<file path="src/rtl/spi_rx_buffer.sv">
// ---------------------------------------------------------------------------
// spi_rx_buffer
//   Receive-side buffer that sits directly after the SPI slave. Each rising
//   edge of the slave's done flag captures one dout word into a small
//   first-word-fall-through FIFO. The consumer drains the FIFO over a
//   valid/ready handshake. A frame that arrives while the FIFO is full, with
//   no pop in the same cycle, is dropped and raises a sticky overflow flag.
//
// Ports
//   clk       system clock
//   rst       asynchronous reset, active low
//   done      slave frame-complete flag (may stay high for many cycles)
//   dout      slave received word, stable while done is high
//   rd_valid  rd_data holds the oldest stored word
//   rd_ready  consumer accepts the word when rd_valid && rd_ready
//   rd_data   head-of-FIFO word (reads as zero while empty)
//   level     number of stored words, 0..DEPTH
//   full      level == DEPTH
//   overflow  sticky: a frame was dropped because the FIFO was full
//   ovf_clr   synchronous clear of overflow (a same-cycle set wins)
// ---------------------------------------------------------------------------
module spi_rx_buffer #(
  parameter int WIDTH = 12,
  parameter int DEPTH = 8
) (
  input  logic                       clk,
  input  logic                       rst,
  input  logic                       done,
  input  logic [WIDTH-1:0]           dout,
  output logic                       rd_valid,
  input  logic                       rd_ready,
  output logic [WIDTH-1:0]           rd_data,
  output logic [$clog2(DEPTH):0]     level,
  output logic                       full,
  output logic                       overflow,
  input  logic                       ovf_clr
);

  localparam int AW = $clog2(DEPTH);
  localparam logic [AW:0] FULL_LEVEL = (AW+1)'(DEPTH);

  logic             done_q;
  logic [AW-1:0]    wr_ptr;
  logic [AW-1:0]    rd_ptr;
  logic [AW:0]      count;
  logic [WIDTH-1:0] mem [DEPTH];

  logic push;
  logic pop;
  logic wr_en;
  logic drop;

  // One push per done pulse, however long done stays high.
  assign push = done & ~done_q;
  assign pop  = rd_valid & rd_ready;

  // A pop in the same cycle frees the slot, so a push onto a full FIFO is
  // still accepted when the consumer is taking the head word.
  assign wr_en = push & (~full | pop);
  assign drop  = push & full & ~pop;

  assign rd_valid = (count != '0);
  assign full     = (count == FULL_LEVEL);
  assign level    = count;

  // Gating keeps rd_data at zero in reset and stable while empty, since the
  // storage itself is never cleared.
  assign rd_data = rd_valid ? mem[rd_ptr] : '0;

  // NOTE: storage has no reset; the pointers and count alone define which
  // entries are valid, and a reset-free array maps onto plain RAM.
  always_ff @(posedge clk) begin
    if (wr_en) mem[wr_ptr] <= dout;
  end

  // NOTE: all state registers use non-blocking assignments so every
  // register samples the pre-edge values of the others.
  always_ff @(posedge clk or negedge rst) begin
    if (!rst) begin
      done_q   <= 1'b0;
      wr_ptr   <= '0;
      rd_ptr   <= '0;
      count    <= '0;
      overflow <= 1'b0;
    end else begin
      done_q <= done;

      // Pointers wrap naturally because DEPTH is a power of two.
      if (wr_en) wr_ptr <= wr_ptr + AW'(1);
      if (pop)   rd_ptr <= rd_ptr + AW'(1);

      unique case ({wr_en, pop})
        2'b10:   count <= count + (AW+1)'(1);
        2'b01:   count <= count - (AW+1)'(1);
        default: count <= count;
      endcase

      if (drop)         overflow <= 1'b1;
      else if (ovf_clr) overflow <= 1'b0;
    end
  end

endmodule

</file>
<file path="config.mk">
export PLATFORM = sky130hd
export DESIGN_NAME = spi_rx_buffer
export DESIGN_NICKNAME = d
export VERILOG_FILES = /design/src/rtl/spi_rx_buffer.sv
export SDC_FILE = /design/constraint.sdc
export NUM_CORES = 1
export LEC_CHECK = 0
export ABC_CLOCK_PERIOD_IN_PS = 4100
export BUFFER_PORTS_ARGS = -buffer_cell sky130_fd_sc_hd__buf_4
export CORE_MARGIN = 3
export CORE_UTILIZATION = 55
export CTS_CLUSTER_DIAMETER = 200
export DETAILED_ROUTE_END_ITERATION = 10
export PLACE_DENSITY = 0.74
export SETUP_SLACK_MARGIN = 0.02
export SYNTH_ARGS = -nofsm -noshare
export SYNTH_HDL_FRONTEND = slang
export SYNTH_SLANG_ARGS = --single-unit
</file>
<file path="constraint.sdc">
create_clock -name clk -period 4.1 [get_ports clk]
set_clock_uncertainty 0.1 [all_clocks]
set_input_delay 0.205 -clock clk [delete_from_list [all_inputs] [get_ports clk]]
set_output_delay 0.205 -clock clk [all_outputs]
set_load 0.02 [all_outputs]
</file>
* Word-level counts from Yosys, hierarchy flattened
Memories as Yosys holds them, arrays and structs flattened.
Index checks and enable logic that the tools add are counted.
** Storage, ports and cells
- Bits in writable memories :: 96
- Flip-flop bits (word level) :: 12
- Logic and storage cells :: 31
- Bits of input ports :: 17
- Memories kept :: 1
- Memory bits (read-only) :: 0
- Bits in latches :: 0
- Output and inout bits :: 19
** Memories
- mem :: depth 8, width 12, rd ports 1, clocked after memory_dff 0, wr ports 1, line 46 : logic [WIDTH-1:0] mem [DEPTH];
** Operators by class
- $lt $le $gt $ge :: 0
- Bitwise logic cells :: 9
- Multipliers :: 0
- Multiplexer cells :: 6
- Eq/ne operators :: 3
- Div/mod/pow operators :: 0
- Reduce and logical (&&, ||, !) cells :: 3
- Shifts and indexed selects :: 0
- $add $sub $neg :: 4
** Operator list (number)
- $mux W12 :: 1
- $pmux W4 S2 :: 1
- $add A3 B1 Y3 const B :: 2
- $and A1 B1 Y1 :: 5
- $add A4 B1 Y4 const B :: 1
- $eq A4 B4 Y1 const B :: 1
- $mux W1 :: 4
- $reduce_bool A2 Y1 :: 2
- $reduce_bool A4 Y1 :: 1
- $sub A4 B1 Y4 const B :: 1
- $not A1 Y1 :: 3
- $eq A2 B1 Y1 const B :: 1
- $eq A2 B2 Y1 const B :: 1
- $or A1 B1 Y1 :: 1

* Logic depth before layout (Yosys ltp)
Gate-level depths: netlist (run 1).
- Depth after elaboration :: 6
- Gate-level depth with buffers :: 7
- Mapped depth without buffers :: 7

* Worst setup path before layout (run 1)
OpenSTA, ideal clock, no wires.
- Kind :: reg2reg
- Start point :: register count[1] (netlist: level[1])
- End point :: memory mem[1][0], enable pin
- Path buffers :: 0
- Path slack :: 1546 ps
- Library setup time :: 396 ps
- Clock period less this slack :: 2554 ps
- Data required time :: 3604 ps
- Stages on the path, launching flop included :: 7
- Data arrival time :: 2058 ps
- Path through :: dfrtp_1 nor3_2 nand2_1 inv_2 a21oi_4 nand2_1 nor3_1
** On the way
- Word-level cells in the longest chain between the ends :: 6
- Elaborated cells between the ends (all ways) :: 8
- Classes of those cells :: eq/ne (1); mux (2); bitwise (4); reduce/logical (1)
** RTL lines
- start: declaration :: line 45 : logic [AW:0] count;
- start signal: assignment :: line 93 : 2'b10: count <= count + (AW+1)'(1);
- start signal: assignment :: line 94 : 2'b01: count <= count - (AW+1)'(1);
- start signal: assignment :: line 95 : default: count <= count;
- $eq A4 B4 Y1 :: line 63 : assign full = (count == FULL_LEVEL);
- net full :: line 34 : output logic full,
- $not A1 Y1 :: line 59 : assign wr_en = push & (~full | pop);
- $or A1 B1 Y1 :: line 59
- $and A1 B1 Y1 :: line 59
- $mux W1 :: line 73 : if (wr_en) mem[wr_ptr] <= dout;
- $mux W1 (implied by the code) :: line 73
- end: declaration :: line 46
The timed path passes the listed nets, and every way through them passes these cells.

* Worst setup path after layout (run 1)
- Start point :: register rd_ptr[0]
- End point :: output port rd_data[9]
** On the way
- Word-level cells in the longest chain between the ends :: 2
** RTL lines
- start: declaration :: line 44 : logic [AW-1:0] rd_ptr;
- start signal: assignment :: line 90 : if (pop) rd_ptr <= rd_ptr + AW'(1);
- $mem_v2 Z8 W12
- $mux W12 :: line 68 : assign rd_data = rd_valid ? mem[rd_ptr] : '0;
- end: declaration :: line 32 : output logic [WIDTH-1:0] rd_data,
Every way passes these cells.

==> flow_summary.yaml, run 1 <==
status:
  status: "finished clean"
clocking:
  cts_tree: "done"
  clkTransAtPathRegs_ns: 0.09
  clkLatencyLatePin_ns: 0.35
  cts_setup_buffers: 0
  htreeDepth: 3
  cts.path.max_buffers: 2
  cts_resized: 0
  ctsHoldBuffers: 16
  cts_root_buf: "clkbuf_8"
  cts_made_buffers: 9
  cts_sinks: 108
drt:
  wl_um: 7440
  met3_length_um: 286
  dr.pass1.iters: 4
  vias: 2136
  drtIter0Drc: 135
  avgRoutedWirePerCell_um: 19.3
  via_per_inst: 5.53
  wl_met1_um: 3270
  ant_nets: 0
  dr.max_layer_used: "met4"
  route.met2.wl_um: 3740
  drc_errors: 0
power:
  power_switching_share: 0.327
  leakage_uw: 0.00180
  p_per_area_nw_per_um2: 638
  combinationalPowerShare: 0.339
  report.power.total_uw: 3250
  p_sw_uw: 1060
  power_frac_seq: 0.466
  p_clk_frac: 0.195
  power.internal_uw: 2190
  vdd_drop_max_uv: 340
floorplanning:
  dieHeight_um: 94.8
  die_width_um: 94.8
  io_pins: 36
  core_area_um2: 7450
  rows: 31
  initial_core_util: 0.582
  floorplan.die_area_um2: 8980
global_route:
  antenna_found_initial: 0
  grt_pass1_wl_um: 12100
  grt_pass1_vias: 2244
  grt_overflow_total: 0
  grt_max_degree: 26
  grtUsageTotal: 0.190
setup_path:
  cpPeakStageDelay_ns: 0.68
  crit_top_cell: "buf_4"
  start_kind: "flop"
  r2r-end: "mem[0][11]"
  cp_cell_sequence: "buf_4 -> mux4_2 -> mux2i_1 -> nor2_1 -> buf_4"
  worstSetupPathType: "flop to output port"
  path_delay_family: "multiplexers"
  crit_arrival_ns: 2.42
  critPathRequiredTime_ns: 3.80
  cp-end-kind: "output port"
  crit_slowest_cell: "dfrtp_1"
  reg2reg_slack_ns: 1.80
  r2r-start: "level[1]"
  worst-path-buf-inv: 2
  reg2reg_depth: 7
  cp_max_fo: 18
yosys:
  ys_ff_latch: 108
  ys_seq_area_frac: 0.735
  synth_area_um2: 4330
  synth_area_per_cell_um2: 19.8
  synth_nets: 239
  synth_cell_types: 30
  synth.area.top_cells: "edfxtp_1, mux4_2, dfrtp_1"
  syn_inst: 219
  yosysTopAreaCell: "edfxtp_1"
  yosys_warnings: 0
  synth_top_area_frac: 0.665
sta:
  finalCritPeriodShare: 0.665
  slew_headroom: 0.250
  slew_violations: 0
  setup_violations: 0
  holdWs_ns: 0.0782
  finalHoldViolCount: 0
  setup_tns_ns: 0
  period_needed_ns: 2.73
  worst_pin_slew_ns: 1.12
  clock.fmax_mhz: 367
  rsz0062_at_grt: "no"
finish:
  syn_to_final_growth_pct: 17.7
  fillerInstances: 491
  design_area_um2: 5100
  diodes: 0
  nets: 302
  drive_above_1_share: 0.331
  fin_cells: 386
place:
  portBuffers: 35
  placedInstanceArea_um2: 4740
  gp_congestion: 0.811
  dp.cells: 354
  dpl.hpwl_um: 4470
hold_path:
  worstHoldStart: "rd_ready"
  hp-class: "input pin to flop"
  hold_end: "rd_ptr[2]"
  hold_path_depth: 3
job:
  maxCapViolations: 0
stage by stage:
| step | setup WS (ns) | util |
|---|---|---|
| after detailed placement | 1.69 | 0.636 |
| after floorplan | 1.55 | - |
| after global routing | 1.13 | 0.685 |
| final | 1.37 | 0.685 |
| after global placement | 1.69 | 0.636 |
| after CTS | 1.28 | 0.685 |
synthesized netlist by cell type:
master,count
nand3_1,1
inv_2,3
mux4_2,24
mux2_1,3
o21ai_2,1
mux2i_1,13
buf_2,4
a21o_1,1
inv_1,1
or2b_2,1
clkbuf_1,2
nor4_4,1
nor2_1,20
a21oi_4,1
buf_6,3
dfrtp_1,12
nand2b_1,3
a32oi_1,1
ha_1,3
nand2_1,9
nor3_1,3
xnor2_1,4
or4_1,1
xor2_1,2
and2b_1,1
nor3_2,2
a21oi_1,1
edfxtp_1,96
a32o_2,1
o32ai_1,1
state kept, by name (all words and copies together), names as in the netlist:
register / count
done_q: 1
level: 4
mem: 96
overflow: 1
rd_ptr: 3
wr_ptr: 3
worst register-to-register path, delay by kind of cell (launching register included):
kind | cells | cell delay (ns)
AOI/OAI and AO/OA | 1 | 0.21
buffers and inverters | 2 | 0.35
DFF | 1 | 0.54
and+or+nand+nor | 4 | 0.80
kinds of logic after synthesis:
kind of cell,share of synthesized area
flops,0.735
simple gates,0.0491
mux,0.163
buf+inv,0.0176
compound gates,0.0153
xor+xnor,0.0121
fa+ha+maj,0.00866
layout make-up:
class / count / area (um2) / share of cell area
inverters: 4 / 15.0 / 0.00294
flip-flops and latches: 108 / 3180 / 0.624
multi-input cells: 98 / 1080 / 0.211
clock inverters: 6 / 73.8 / 0.0145
repair buffers: 61 / 498 / 0.0976
clock buffers: 10 / 128 / 0.0250
well taps: 99 / 124 / 0.0243
worst max-delay path by stage:
stage	end	startpoint	slack (ns)	cells past startpoint
2_1_floorplan	mem[1][0]	level[1]	1.55	6
3_3_place_gp	rd_data[5]	rd_ptr[0]	1.69	5
3_5_place_dp	rd_data[5]	rd_ptr[0]	1.69	5
4_1_cts	rd_data[9]	rd_ptr[0]	1.28	5
5_1_grt	rd_data[5]	rd_ptr[0]	1.13	5
6_report	rd_data[9]	rd_ptr[0]	1.37	5
cells in the final DEF, fill, tap and decap left out, drive strengths merged, types with 3 or more instances in the layout:
cell type	instances
mux2	3
edfxtp	96
clkbuf	10
xnor2	4
nor3	5
buf	45
nor2	20
dlygate4sd3	16
dfrtp	12
ha	3
nand2b	3
inv	5
nand2	9
mux4	24
mux2i	13
power by group through the flow:
stage / Combinational [uW] / Clock (uW) / Sequential [uW]
after detailed placement: 1110 / 0 / 1550
after CTS: 1130 / 650 / 1520
after global routing: 1210 / 691 / 1540
after floorplan: 848 / 0 / 1430
after global placement: 1090 / 0 / 1540
final: 1100 / 633 / 1520
layer usage:
layer  track usage  vias to the layer above
li1              -                      993
met1         0.262                     1091
met2         0.308                       40
met3        0.0303                       12
met4        0.0757                        0
met5             0                        -
(Power assumes the default switching activity.)
==> inputs of run 2 (changes only) <==
ABC_CLOCK_PERIOD_IN_PS = 2450   (was 4100)
CORE_UTILIZATION = 53   (was 55)
PLACE_DENSITY = 0.75   (was 0.74)
clock period = 2.45 ns   (was 4.1 ns; I/O delays follow)
==> flow_summary.yaml, run 2 (synthesis results as in run 1) <==
drt:
  wl_um: 7350
  via_per_inst: 5.51
  vias: 2166
  ant_nets: 0
  drc_errors: 0
  avgRoutedWirePerCell_um: 18.7
  dr.pass1.iters: 4
  drtIter0Drc: 154
power:
  p_per_area_nw_per_um2: 1050
  vdd_drop_max_uv: 585
  leakage_uw: 0.00183
global_route:
  grtUsageTotal: 0.177
  grt_max_degree: 27
  grt_pass1_vias: 2205
  antenna_found_initial: 0
  grt_pass1_wl_um: 11600
  grt_overflow_total: 0
finish:
  layout_commonest_cell: "edfxtp_1"
  final_core_util: 0.653
  nets: 307
  final-seq-area_um2: 3180
  syn_to_final_growth_pct: 18.3
  regMostFlops: "mem"
  multi_input_area_um2: 1080
  fillerInstances: 537
  drive_above_1_share: 0.340
  diodes: 0
  design_area_um2: 5130
  final_cell_mix: "edfxtp_1, buf_4, mux4_2, nor2_1, dlygate4sd3_1"
  largest_reg_flops: 96
sta:
  clock.fmax_mhz: 452
  finalHoldViolCount: 0
  setup_tns_ns: 0
  setup_violations: 0
  holdWs_ns: 0.0288
  finalCritPeriodShare: 0.902
  worst_pin_slew_ns: 0.880
  rsz0062_at_grt: "no"
  period_needed_ns: 2.21
  slew_headroom: 0.413
  slew_violations: 0
clocking:
  cts_root_buf: "clkbuf_8"
  cts_tree: "done"
  clkLatencyLatePin_ns: 0.36
  cts_resized: 0
  cts_setup_buffers: 0
  ctsHoldBuffers: 17
  cts.path.max_buffers: 2
  cts_made_buffers: 9
  htreeDepth: 3
  cts_sinks: 108
  clkTransAtPathRegs_ns: 0.09
setup_path:
  cp_max_fo: 26
  worstSetupPathType: "flop to output port"
  crit_arrival_ns: 1.99
  cp_cell_sequence: "buf_12 -> mux4_2 -> mux2i_1 -> nor2_1 -> buf_4"
  start_kind: "flop"
  path_delay_family: "multiplexers"
  crit_slowest_cell: "mux4_2"
  cpPeakStageDelay_ns: 0.54
  cp-end-kind: "output port"
  critPathRequiredTime_ns: 2.23
  worst-path-buf-inv: 2
hold_path:
  hp-class: "input pin to asynchronous set/reset pin"
place:
  dpl.hpwl_um: 4620
  placedInstanceArea_um2: 4780
  gp_congestion: 0.748
  portBuffers: 35
job:
  maxCapViolations: 0
floorplanning:
  floorplan.die_area_um2: 9300
  initial_core_util: 0.552
  rows: 32
  die_width_um: 96.4
  io_pins: 36
  core_area_um2: 7850
  dieHeight_um: 96.4
status:
  status: "finished clean"
-- run 2: worst paths after layout --
kind                            from          end  slack [ns]  cells past startpoint
min                              rst    wr_ptr[0]        0.03                      2
max                        rd_ptr[0]  rd_data[11]        0.24                      5
min reg2reg                wr_ptr[0]    wr_ptr[0]        0.43                      1
max reg2reg                 level[1]    mem[7][4]        0.48                      7
max in group asynchronous        rst     level[2]        2.07                      2
min in group clk                done       done_q        0.32                      2
-- run 2: area by class of cell --
type / count / share of cell area
repair buffers: 66 / 0.107
well taps: 102 / 0.0249
flip-flops and latches: 108 / 0.621
clock buffers: 9 / 0.0242
clock inverters: 6 / 0.00928
multi-input cells: 98 / 0.210
inverters: 4 / 0.00293
-- run 2: power by group --
group          leakage, uW  switching (uW)  internal (uW)
sequential         0.00101             212           2210
clock            0.0000918             582            377
combinational     0.000722            1010           1000
-- run 2: metal layers --
metal / share of wire / vias up / wire [um] / GRT usage
li1: - / 1003 / - / -
met1: 0.44 / 1092 / 3240 / 0.245
met2: 0.49 / 59 / 3620 / 0.275
met3: 0.048 / 12 / 354 / 0.0372
met4: 0.018 / 0 / 136 / 0.0759
met5: 0 / - / 0 / 0
-- run 2: per-stage QoR --
step,std cells,power [uW],worst slack [ns]
finish,393,5390,0.240
global route,393,5690,0.149
CTS,393,5460,0.199
detailed placement,361,4490,0.505
global placement,361,4460,0.573
floorplan,219,3820,0.215
==> inputs of run 3 (changes only) <==
CORE_UTILIZATION = 50   (was 53)
PLACE_DENSITY = 0.71   (was 0.75)
==> flow_summary.yaml, run 3 (synthesis results as in run 1) <==
setup_path:
  crit_arrival_ns: 1.94
  r2r-end: "mem[5][8]"
  start_kind: "flop"
  r2r-start: "level[1]"
  critPathRequiredTime_ns: 2.23
  cp_max_fo: 13
  worstSetupPathType: "flop to output port"
  cp-end-kind: "output port"
  reg2reg_depth: 7
  reg2reg_slack_ns: 0.41
clocking:
  cts.path.max_buffers: 2
  cts_tree: "done"
  ctsHoldBuffers: 17
  cts_made_buffers: 9
  cts_sinks: 108
  htreeDepth: 3
  clkLatencyLatePin_ns: 0.36
  clkTransAtPathRegs_ns: 0.11
  cts_resized: 0
  cts_setup_buffers: 0
  cts_root_buf: "clkbuf_8"
global_route:
  grt_overflow_total: 0
  grt_pass1_vias: 2209
  grt_max_degree: 26
  grt_pass1_wl_um: 12300
  antenna_found_initial: 0
  grtUsageTotal: 0.169
floorplanning:
  dieHeight_um: 99.1
  io_pins: 36
  die_width_um: 99.1
  core_area_um2: 8300
  rows: 33
  floorplan.die_area_um2: 9820
  initial_core_util: 0.522
job:
  maxCapViolations: 0
drt:
  via_per_inst: 5.45
  avgRoutedWirePerCell_um: 19.0
  drtIter0Drc: 126
  ant_nets: 0
  vias: 2196
  dr.pass1.iters: 4
  wl_um: 7650
  drc_errors: 0
sta:
  setup_violations: 0
  finalHoldViolCount: 0
  holdWs_ns: 0.0169
  slew_headroom: 0.679
  setup_tns_ns: 0
  clock.fmax_mhz: 462
  slew_violations: 0
  period_needed_ns: 2.17
  rsz0062_at_grt: "no"
  worst_pin_slew_ns: 0.482
  finalCritPeriodShare: 0.884
finish:
  fin_cells: 403
  largest_reg_flops: 96
  regMostFlops: "mem"
  nets: 313
  drive_above_1_share: 0.352
  final_core_util: 0.624
  diodes: 0
  layout_commonest_cell: "edfxtp_1"
  syn_to_final_growth_pct: 19.5
  final_cell_mix: "edfxtp_1, buf_4, mux4_2, nor2_1, dlygate4sd3_1"
status:
  status: "finished clean"
place:
  dpl.hpwl_um: 4940
  portBuffers: 35
  dp.cells: 370
  gp_congestion: 0.753
power:
  leakage_uw: 0.00185
  report.power.total_uw: 5440
  vdd_drop_max_uv: 509
  p_per_area_nw_per_um2: 1050
hold_path:
  hp-class: "input pin to asynchronous set/reset pin"
==> run 3: changes by cell type in the layout (fill, tap and decap cells not counted), sizes merged <==
| cell | before | now |
|---|---|---|
| buf | 49 | 55 |
| clkbuf | 9 | 10 |
| clkinv | 3 | 4 |
| clkinvlp | 0 | 1 |
| inv | 7 | 5 |
==> run 3: through the flow <==
step / area, um2 / setup WS (ns)
after floorplan: 4340 / 0.215
after global placement: 4820 / 0.491
after detailed placement: 4820 / 0.441
after CTS: 5180 / 0.240
after global routing: 5180 / 0.164
final: 5180 / 0.285
==> run 3: worst max-delay path by stage <==
stage               startpoint          to  slack, ns  cells past startpoint
floorplan             level[1]   mem[3][0]       0.21                      6
global placement      level[1]   mem[5][6]       0.49                      7
detailed placement    level[1]   mem[5][6]       0.44                      7
CTS                  rd_ptr[0]  rd_data[5]       0.24                      5
global route         rd_ptr[0]  rd_data[5]       0.16                      5
finish               rd_ptr[0]  rd_data[2]       0.28                      5
==> run 3: cell type report <==
class / instances / area, um2
Clock inverter: 6 / 61.3
Timing Repair Buffer: 72 / 583
Inverter: 4 / 15.0
Multi-Input combinational cell: 98 / 1080
Tap cell: 105 / 131
Fill cell: 593 / 3120
Clock buffer: 10 / 128
Sequential cell: 108 / 3180
==> run 3: metal layers <==
metal	global-route usage	vias to the layer above	part of all wire
met5	0	-	0
met4	0.0567	0	0.012
met3	0.0281	9	0.040
met2	0.268	57	0.50
met1	0.244	1116	0.45
li1	-	1014	-
==> run 3: report_power, final <==
group	switching [uW]	internal [uW]
Combinational	1050	1010
Clock	605	391
Sequential	178	2210
Total	1830	3610
==> run 3: worst max-delay path, stage by stage, from the launching register on <==
cell,delay (ns)
dfrtp_1,0.36
buf_4,0.27
mux4_2,0.55
mux2i_1,0.17
nor2_1,0.07
buf_4,0.16
